[config.mk]
export PLATFORM = sky130hd
export DESIGN_NAME = pipe_stage_hs
export DESIGN_NICKNAME = d
export VERILOG_FILES = /design/src/rtl/pipe_stage_hs.sv
export SDC_FILE = /design/constraint.sdc
export NUM_CORES = 1
export LEC_CHECK = 0
export BUFFER_PORTS_ARGS = -buffer_cell sky130_fd_sc_hd__buf_2
export CORE_UTILIZATION = 45
export CTS_CLUSTER_DIAMETER = 40
export DETAILED_ROUTE_END_ITERATION = 8
export PLACE_DENSITY = 0.73
export SLEW_MARGIN = 5
export SYNTH_ARGS = -nofsm -noshare
export SYNTH_HDL_FRONTEND = slang
export SYNTH_SLANG_ARGS = --single-unit
[constraint.sdc]
create_clock -name clk_i -period 1.8 [get_ports clk_i]
set_input_delay 0.36 -clock clk_i [delete_from_list [all_inputs] [get_ports clk_i]]
set_output_delay 0.36 -clock clk_i [all_outputs]
set_load 0.005 [all_outputs]
[src/rtl/pipe_stage_hs.sv]
// Valid/ready pipeline stage with optional skid entry, flush/hold and bubble fill; 1-cycle latency.
// SKID=1 registers ready_o (no ready_i -> ready_o path); SKID=0 passes ready_i through combinationally.
module pipe_stage_hs #(
  parameter int unsigned       DATA_W = 32,
  parameter logic [DATA_W-1:0] BUBBLE = {DATA_W{1'b0}},
  parameter bit                SKID   = 1'b1
) (
  input  logic              clk_i,
  input  logic              rst_i,
  input  logic              valid_i,
  output logic              ready_o,
  input  logic [DATA_W-1:0] data_i,
  output logic              valid_o,
  input  logic              ready_i,
  output logic [DATA_W-1:0] data_o,
  input  logic              flush_i,
  input  logic              hold_i,
  output logic [1:0]        count_o
);

  logic              out_v_q, out_v_d;
  logic              sk_v_q, sk_v_d;
  logic [DATA_W-1:0] out_d_q, out_d_d;
  logic [DATA_W-1:0] sk_d_q, sk_d_d;
  logic              can_move;
  logic              accept;
  logic              emit;

  always_comb begin
    can_move = ~hold_i & ~flush_i & ~rst_i;
    if (SKID) begin
      ready_o = ~sk_v_q & can_move;
    end else begin
      ready_o = (~out_v_q | ready_i) & can_move;
    end
    valid_o = out_v_q & ~hold_i;
    data_o  = out_d_q;
    count_o = {1'b0, out_v_q} + {1'b0, sk_v_q};
    accept  = valid_i & ready_o;
    emit    = valid_o & ready_i;
  end

  always_comb begin
    out_v_d = out_v_q;
    out_d_d = out_d_q;
    sk_v_d  = sk_v_q;
    sk_d_d  = sk_d_q;
    // Flush wins over hold; reset is applied in the register process.
    if (flush_i) begin
      out_v_d = 1'b0;
      out_d_d = BUBBLE;
      sk_v_d  = 1'b0;
    end else if (!hold_i) begin
      if (!out_v_q || emit) begin
        if (sk_v_q) begin
          out_v_d = 1'b1;
          out_d_d = sk_d_q;
          sk_v_d  = accept;
          if (accept) begin
            sk_d_d = data_i;
          end
        end else if (accept) begin
          out_v_d = 1'b1;
          out_d_d = data_i;
        end else begin
          out_v_d = 1'b0;
          out_d_d = BUBBLE;
        end
      end else if (accept) begin
        // Output still occupied: the new payload queues behind it.
        sk_v_d = 1'b1;
        sk_d_d = data_i;
      end
    end
    if (!SKID) begin
      sk_v_d = 1'b0;
    end
  end

  always_ff @(posedge clk_i) begin
    if (rst_i) begin
      out_v_q <= 1'b0;
      out_d_q <= BUBBLE;
      sk_v_q  <= 1'b0;
      sk_d_q  <= BUBBLE;
    end else begin
      out_v_q <= out_v_d;
      out_d_q <= out_d_d;
      sk_v_q  <= sk_v_d;
      sk_d_q  <= sk_d_d;
    end
  end

endmodule
==> results of run 1 <==
-- state kept, by name (all words and copies together), names as in the netlist --
signal,count
data_o,32
sk_d_q,32
out_v_q,1
sk_v_q,1
-- worst max-delay path by stage --
stage / start / depth (start not counted) / end / slack (ns)
floorplan: rst_i / 5 / ready_o / 0.03
global placement: rst_i / 6 / data_o[14] / 0.03
detailed placement: rst_i / 6 / data_o[17] / -0.05
CTS: sk_v_q / 4 / ready_o / 0.003
global route: sk_v_q / 4 / ready_o / 0.01
finish: sk_v_q / 4 / ready_o / 0.05
-- worst max-delay path, delay by kind of cell (launching register included) --
kind,cells,cell delay [ns]
flip-flops,1,0.34
buffers and inverters,3,0.26
AND/OR/NAND/NOR,1,0.44
-- power by group --
group | internal (mW) | switching [mW] | total [mW] | leakage (nW)
Sequential | 1.49 | 0.0155 | 1.50 | 0.535
Combinational | 0.115 | 0.178 | 0.293 | 0.654
Clock | 0.776 | 0.592 | 1.37 | 0.105
Total | 2.38 | 0.785 | 3.16 | 1.29
-- final cells by class --
class	instances	area, um2	area share (%)
Clock inverter	7	93.8	2.70
Inverter	3	13.8	0.396
Timing Repair Buffer	95	569	16.4
Sequential cell	66	1320	38.0
Multi-Input combinational cell	205	1260	36.3
Tap cell	75	93.8	2.70
Clock buffer	9	124	3.56
-- through the flow --
stage | power (mW) | utilization [%] | setup TNS [ns] | std cells
2_1_floorplan | 1.68 | - | 0 | 316
3_3_place_gp | 1.81 | 54.3 | 0 | 440
3_5_place_dp | 1.82 | 54.3 | -0.0829 | 440
4_1_cts | 3.17 | 58.2 | 0 | 457
5_1_grt | 3.27 | 58.7 | 0 | 460
6_report | 3.16 | 58.7 | 0 | 460
-- cells by family (layout without fill, tap and decap cells) --
| logic type | count (synthesis) | count (layout) | synth area share [%] |
|---|---|---|---|
| DFF | 66 | 66 | 47.6 |
| and+or+nand+nor | 39 | 39 | 7.62 |
| buffers and inverters | 45 | 114 | 7.35 |
| AOI/OAI and AO/OA | 165 | 165 | 37.0 |
| adders and majority gates | 1 | 1 | 0.451 |
-- cells in the final DEF (no fill, tap or decap), drive strengths merged --
cell type   n
ha          1
nand3b      1
and3b       1
dfxtp      66
nand3      32
a211oi     32
or4         1
buf        95
o21ai      34
a32oi      32
a21oi      67
inv         2
bufinv      2
clkinv      4
or2         1
clkbuf      9
nand2b      1
nor2b       1
nor3        1
clkinvlp    2
-- metal layers --
layer,track usage [%],routed length [um],up-vias
met3,6.02,627,11
li1,-,-,1340
met1,34.4,3610,1353
met5,0,0,-
met2,37.7,3580,135
met4,8.57,105,0
-- what timing repair did --
item                                    4_1_cts  5_1_grt
endpoints found under the setup margin        2        2
gates cloned                                  0        0
pin swaps                                     1        0
buffers inserted                              1        3
gates resized for setup                       2        3
==> results.json, run 1 <==
{
  "ios": 74,
  "io_buffers": 73,
  "clockBufferDepth": 2,
  "yosys.cell_count.top_type": "a21oi_1",
  "dpl-instance-area_um2": 3210,
  "clock_skew_ns": 0.00772,
  "rsz0062_at_grt": "no",
  "grt_max_degree": 36,
  "htreeDepth": 3,
  "reg2reg_from": "sk_v_q",
  "timing.hold.ws_ns": 0.272,
  "arrival_ns": 1.39,
  "cts.sinks": 66,
  "slowest_delay_ns": 0.44,
  "die_w_um": 80.5,
  "worstReg2RegEnd": "data_o[17]",
  "ys_top_cells_by_area": "dfxtp_1 (48%), a21oi_1 (12%), a32oi_1 (10%), a211oi_1 (8.7%), o21ai_0 (6.1%)",
  "synth_fp_nets": 355,
  "vias": 2839,
  "fp-row-count": 28,
  "yosysTopAreaCell": "dfxtp_1",
  "r2r_cells": 6,
  "start_kind": "register",
  "totalWireLength_um": 7920,
  "dp_hpwl_um": 4730,
  "antenna_found_initial": 0,
  "dieArea_um2": 6490,
  "crit_fanout": 5,
  "core_um2": 5920,
  "hold_buffers": 0,
  "initial_core_util_pct": 46.9,
  "synth_edf_count": 0,
  "cts_tree": "yes",
  "min_from": "data_i[3]",
  "synth_common_cells": "a21oi_1 (67), dfxtp_1 (66), clkbuf_1 (34), o21ai_0 (34)",
  "hold_path.class": "input pin to register",
  "syn2layout_area_growth_pct": 25.3,
  "die_h_um": 80.5,
  "synthFlopType": "dfxtp_1",
  "slew_headroom_pct": 50.4,
  "power_density_nw_per_um2": 909,
  "setup_slack_ns": 0.0469,
  "r2r_slack_ns": 0.14,
  "min_to": "sk_d_q[3]",
  "insertion_delay_ns": 0.34,
  "final_nets": 419,
  "min_path_cells": 3,
  "max-vdd-ir-drop_mv": 0.642,
  "routabilityCongestion": 0.737,
  "avgSynthCellArea_um2": 8.78,
  "antennaDiodeCount": 0,
  "ys_ff_latch": 66,
  "grt.total_usage_pct": 25.0,
  "syn_inst": 316,
  "leakagePower_nw": 1.29,
  "final_hold_viol_count": 0,
  "async_reset_ff_share_pct": 0,
  "clk_pin_slew_ns": 0.08,
  "status": "complete, no violations",
  "first_pass_iters": 5,
  "synth_area_um2": 2780,
  "drt_iter0_drc": 355,
  "synth.distinct_cells": 20,
  "final.period_utilization_pct": 97.4,
  "finalInstanceArea_um2": 3480,
  "synth-seq-area-share_pct": 47.6,
  "yosysTopAreaCellShare_pct": 47.6,
  "critical_path.cell_chain": "or4_4 > inv_4 > buf_12 > buf_6",
  "wl_per_cell_um": 17.2,
  "crit_required_ns": 1.44,
  "path_class": "register to output pin",
  "antenna_left": 0,
  "maxCapViolCount": 0,
  "cpMaxStageDelayCell": "or4_4",
  "drv_slew": 0,
  "yosys_warnings": 0,
  "drcViolationCount": 0,
  "worst_pin_slew_ns": 0.744,
  "cts-root-buf": "clkbuf_8",
  "grt_pass1_wl_um": 12400,
  "tritoncts.num_buffers": 9,
  "pre_cts_ws_ns": -0.0525,
  "fillers": 539,
  "post_drt_via_cell_ratio": 6.17,
  "critPathCaptureType": "output pin",
  "layout-drive-gt1-share_pct": 30.1,
  "fmax_ghz": 0.570,
  "grt_overflow_total": 0,
  "grt_pass1_vias": 2504,
  "period_minus_slack_ns": 1.75,
  "finalSetupViolCount": 0
}
No activity file was read; power rests on OpenSTA's default activity.
==> inputs of run 2 (changes only) <==
--- a/config.mk
+++ b/config.mk
@@ -9,7 +9,7 @@
 export CORE_UTILIZATION = 45
 export CTS_CLUSTER_DIAMETER = 40
 export DETAILED_ROUTE_END_ITERATION = 8
-export PLACE_DENSITY = 0.73
+export PLACE_DENSITY = 0.78
 export SLEW_MARGIN = 5
 export SYNTH_ARGS = -nofsm -noshare
 export SYNTH_HDL_FRONTEND = slang
==> results.json, run 2 (synthesis results as in run 1) <==
{
  "antennaDiodeCount": 0,
  "crit_fanout": 11,
  "p_int_mw": 2.35,
  "period_minus_slack_ns": 1.77,
  "wl_per_cell_um": 17.9,
  "layout.cells.non_filler": 456,
  "clk_pin_slew_ns": 0.07,
  "core_um2": 5920,
  "grt_pass1_vias": 2593,
  "power_density_nw_per_um2": 888,
  "leakagePower_nw": 1.29,
  "antenna_found_initial": 0,
  "layout_common_cells": "buf_2 (73), a21oi_1 (66), dfxtp_1 (66), o21ai_0 (34)",
  "rsz0062_at_grt": "yes",
  "worst_pin_slew_ns": 0.723,
  "grt_overflow_total": 0,
  "r2r_slack_ns": 0.08,
  "syn2layout_area_growth_pct": 24.8,
  "tritoncts.num_buffers": 9,
  "p_switching_mw": 0.726,
  "mostFrequentLayoutCell": "buf_2",
  "insertion_delay_ns": 0.34,
  "ios": 74,
  "dpl-instance-area_um2": 3210,
  "first_pass_iters": 4,
  "maxCapViolCount": 0,
  "htreeDepth": 3,
  "dp_cells": 439,
  "cpMaxStageDelayCell": "or4_4",
  "fmax_ghz": 0.565,
  "routabilityCongestion": 0.745,
  "slowest_delay_ns": 0.45,
  "clock_skew_ns": 0.00801,
  "cts-root-buf": "clkbuf_8",
  "critPathCaptureType": "output pin",
  "post_drt_via_cell_ratio": 6.40,
  "p_sw_share_pct": 23.6,
  "dp_hpwl_um": 4790,
  "vias": 2918,
  "final_hold_viol_count": 0,
  "drt_iter0_drc": 242,
  "fp-row-count": 28,
  "path_class": "register to output pin",
  "hold_path.class": "input pin to register",
  "arrival_ns": 1.41,
  "dieArea_um2": 6490,
  "die_w_um": 80.5,
  "cts_tree": "yes",
  "grt.total_usage_pct": 25.2,
  "slew_headroom_pct": 51.8,
  "crit_buf_inv": 3,
  "final.period_utilization_pct": 98.3,
  "die_h_um": 80.5,
  "antenna_left": 0,
  "layout-drive-gt1-share_pct": 28.9,
  "power_frac_seq_pct": 48.9,
  "drcViolationCount": 0,
  "final_nets": 416,
  "finalInstanceArea_um2": 3460,
  "post-route-util_pct": 58.5,
  "crit_required_ns": 1.44,
  "cp_top_family": "simple AND/OR/NAND/NOR gates",
  "status": "complete, no violations",
  "pwr-share-comb_pct": 9.6,
  "totalWireLength_um": 8150,
  "critical_path.cell_chain": "or4_4 > clkinv_4 > buf_12 > buf_2",
  "grt_pass1_wl_um": 12500,
  "cts.sinks": 66,
  "drv_slew": 0,
  "power.total_mw": 3.07,
  "clockBufferDepth": 2,
  "hold_buffers": 0,
  "start_kind": "register",
  "finalSetupViolCount": 0,
  "io_buffers": 73,
  "power_frac_clock_pct": 41.5,
  "initial_core_util_pct": 46.9,
  "grt_max_degree": 45,
  "max-vdd-ir-drop_mv": 0.464
}
-- run 2: routing by layer --
layer  vias to the layer above  track usage [%]  share of wire, %
met2                       148             43.1                48
met3                        13             6.25               9.4
met5                         -                0                 0
met4                         0             9.64               1.3
met1                      1418             30.0                42
li1                       1339                -                 -
-- run 2: final timing paths --
path	from	endpoint	cells after the start
setup / recovery	sk_v_q	ready_o	4
hold / removal	data_i[25]	sk_d_q[25]	3
setup reg to reg	sk_v_q	data_o[19]	6
hold reg to reg	sk_d_q[5]	sk_d_q[5]	2
-- run 2: per-stage QoR --
stage,hold WS (ns),setup WS [ns],setup TNS (ns)
after floorplan,0.454,0.0304,0
after global placement,0.460,0.0297,0
after detailed placement,0.466,-0.0338,-0.0651
after CTS,0.280,0.0144,0
after global routing,0.291,-0.00866,-0.00945
final,0.283,0.0306,0
-- run 2: power groups by stage --
stage               Sequential (mW)  Clock (mW)  Combinational [mW]
floorplan                      1.53           0               0.146
global placement               1.53           0               0.276
detailed placement             1.53           0               0.280
CTS                            1.50        1.29               0.291
global route                   1.50        1.36               0.318
finish                         1.50        1.28               0.296
-- run 2: worst register-to-register path, stage by stage, from the launching register on --
cell and delay, ns:
dfxtp_1 0.32, or4_4 0.45, clkinv_4 0.08, buf_4 0.12
buf_12 0.20, a32oi_1 0.15, a211oi_1 0.30
-- run 2: cell type report --
cell class	instances	area [um2]
well taps	75	93.8
multi-input cells	205	1250
clock buffers	13	169
inverters	3	16.3
flip-flops and latches	66	1320
clock inverters	2	35.0
repair buffers	92	574
fillers	532	2460
-- run 2: timing repair --
action,4_1_cts,5_1_grt
pin swaps,1,0
gates resized for setup,3,1
gates cloned,1,0
setup endpoints to repair,2,2
setup buffers,1,0
==> inputs of run 3 (changes only) <==
--- a/config.mk
+++ b/config.mk
@@ -5,11 +5,11 @@
 export SDC_FILE = /design/constraint.sdc
 export NUM_CORES = 1
 export LEC_CHECK = 0
-export BUFFER_PORTS_ARGS = -buffer_cell sky130_fd_sc_hd__buf_2
 export CORE_UTILIZATION = 45
 export CTS_CLUSTER_DIAMETER = 40
 export DETAILED_ROUTE_END_ITERATION = 8
-export PLACE_DENSITY = 0.78
+export DONT_BUFFER_PORTS = 1
+export PLACE_DENSITY = 0.67
 export SLEW_MARGIN = 5
 export SYNTH_ARGS = -nofsm -noshare
 export SYNTH_HDL_FRONTEND = slang
==> results.json, run 3 (synthesis results as in run 1) <==
{
  "first_pass_iters": 5,
  "drv_slew": 0,
  "period_minus_slack_ns": 1.73,
  "grtUsageMet3_pct": 7.16,
  "hold_path.class": "input pin to register",
  "tritoncts.num_buffers": 9,
  "post_drt_via_cell_ratio": 6.56,
  "start_kind": "register",
  "crit_fanout": 35,
  "routabilityCongestion": 0.715,
  "layout_common_cells": "a21oi_1 (66), dfxtp_1 (66), o21ai_0 (34), a32oi_1 (32), nand3_1 (32)",
  "drt_iter0_drc": 204,
  "antenna_found_initial": 0,
  "critical_path.cell_chain": "buf_4 > ha_1",
  "layout-drive-gt1-share_pct": 11.8,
  "grt_overflow_total": 0,
  "clk_pin_slew_ns": 0.07,
  "critPathCaptureType": "output pin",
  "maxCapViolCount": 0,
  "fp-row-count": 28,
  "totalWireLength_um": 7730,
  "clock_skew_ns": 0.00605,
  "path_class": "register to output pin",
  "slew_headroom_pct": 51.7,
  "finalInstanceArea_um2": 3110,
  "setup-tns-final_ns": 0,
  "grt_pass1_wl_um": 12400,
  "cts_tree": "yes",
  "crit_buf_inv": 1,
  "hold_buffers": 0,
  "slowest_delay_ns": 0.37,
  "crit_required_ns": 1.44,
  "grt.busiest_layer": "met2",
  "final.period_utilization_pct": 96.2,
  "grt.total_usage_pct": 25.2,
  "dpl-instance-area_um2": 2820,
  "finalSetupViolCount": 0,
  "die_h_um": 80.5,
  "dp_hpwl_um": 4390,
  "power_density_nw_per_um2": 956,
  "cts.sinks": 66,
  "crit_path_start": "sk_v_q",
  "ios": 74,
  "max-vdd-ir-drop_mv": 0.554,
  "grt_max_degree": 37,
  "drcViolationCount": 0,
  "final_nets": 339,
  "rsz0062_at_grt": "no",
  "clockBufferDepth": 2,
  "antennaDiodeCount": 0,
  "reg2reg_from": "sk_v_q",
  "status": "complete, no violations",
  "insertion_delay_ns": 0.34,
  "arrival_ns": 1.37,
  "grt_use_met2_pct": 37.2,
  "syn2layout_area_growth_pct": 12.2,
  "worst_pin_slew_ns": 0.724,
  "wl_per_cell_um": 20.3,
  "io_buffers": 0,
  "cp_top_family": "buffers and inverters",
  "cts-root-buf": "clkbuf_8",
  "final_hold_viol_count": 0,
  "dieArea_um2": 6490,
  "min_from": "rst_i",
  "grtUsageMet1_pct": 34.0,
  "crit_cells": 2,
  "die_w_um": 80.5,
  "min_path_cells": 1,
  "antenna_left": 0,
  "leakagePower_nw": 0.949,
  "htreeDepth": 3,
  "vias": 2492,
  "cpMaxStageDelayCell": "buf_4",
  "fmax_ghz": 0.578,
  "grt_pass1_vias": 2329,
  "initial_core_util_pct": 46.9,
  "core_um2": 5920,
  "r2r_cells": 6
}
==> run 3: worst paths after layout <==
kind / endpoint / slack, ns
hold reg to reg: sk_d_q[29] / 0.47
setup / recovery: count_o[0] / 0.07
setup reg to reg: data_o[20] / 0.15
hold / removal: sk_d_q[13] / 0.08
==> run 3: area by class of cell <==
type	count	area [um2]
tap	75	93.8
sequential	66	1320
inverter	3	16.3
clock inverter	5	52.6
multi-input combinational	205	1270
fill	547	2810
timing repair buffer	15	213
clock buffer	11	151
==> run 3: worst register-to-register path: cells and delay by family, from the launching register on <==
family                 cells  cell delay [ns]
and+or+nand+nor            1             0.45
AOI/OAI and AO/OA          2             0.33
DFF                        1             0.31
buffers and inverters      3             0.46
==> run 3: per-stage QoR <==
step	utilization, %	total power [mW]	worst slack [ns]	hold WS, ns	instances
2_1_floorplan	-	1.68	0.0304	0.454	316
3_3_place_gp	47.6	1.71	0.169	0.432	360
3_5_place_dp	47.6	1.71	0.0780	0.434	360
4_1_cts	52.5	3.00	0.00429	0.0668	380
5_1_grt	52.6	3.08	0.00661	0.0676	380
6_report	52.6	2.98	0.0689	0.0775	380
==> run 3: power breakdown <==
group | switching (mW) | internal (mW) | leakage, nW
sequential | 0.0212 | 1.49 | 0.535
clock | 0.569 | 0.708 | 0.105
combinational | 0.113 | 0.0784 | 0.309
==> run 3: what timing repair did <==
action	in CTS	in global routing
gates resized for setup	2	1
setup buffers	2	0
pin swaps	0	4
setup endpoints to repair	1	8
gates cloned	2	0
==> run 3: metal layers <==
metal  vias up  share of wire, %
li1       1187                 -
met2       111                45
met1      1178                44
met4         0               2.0
met3        16               9.5
met5         -                 0
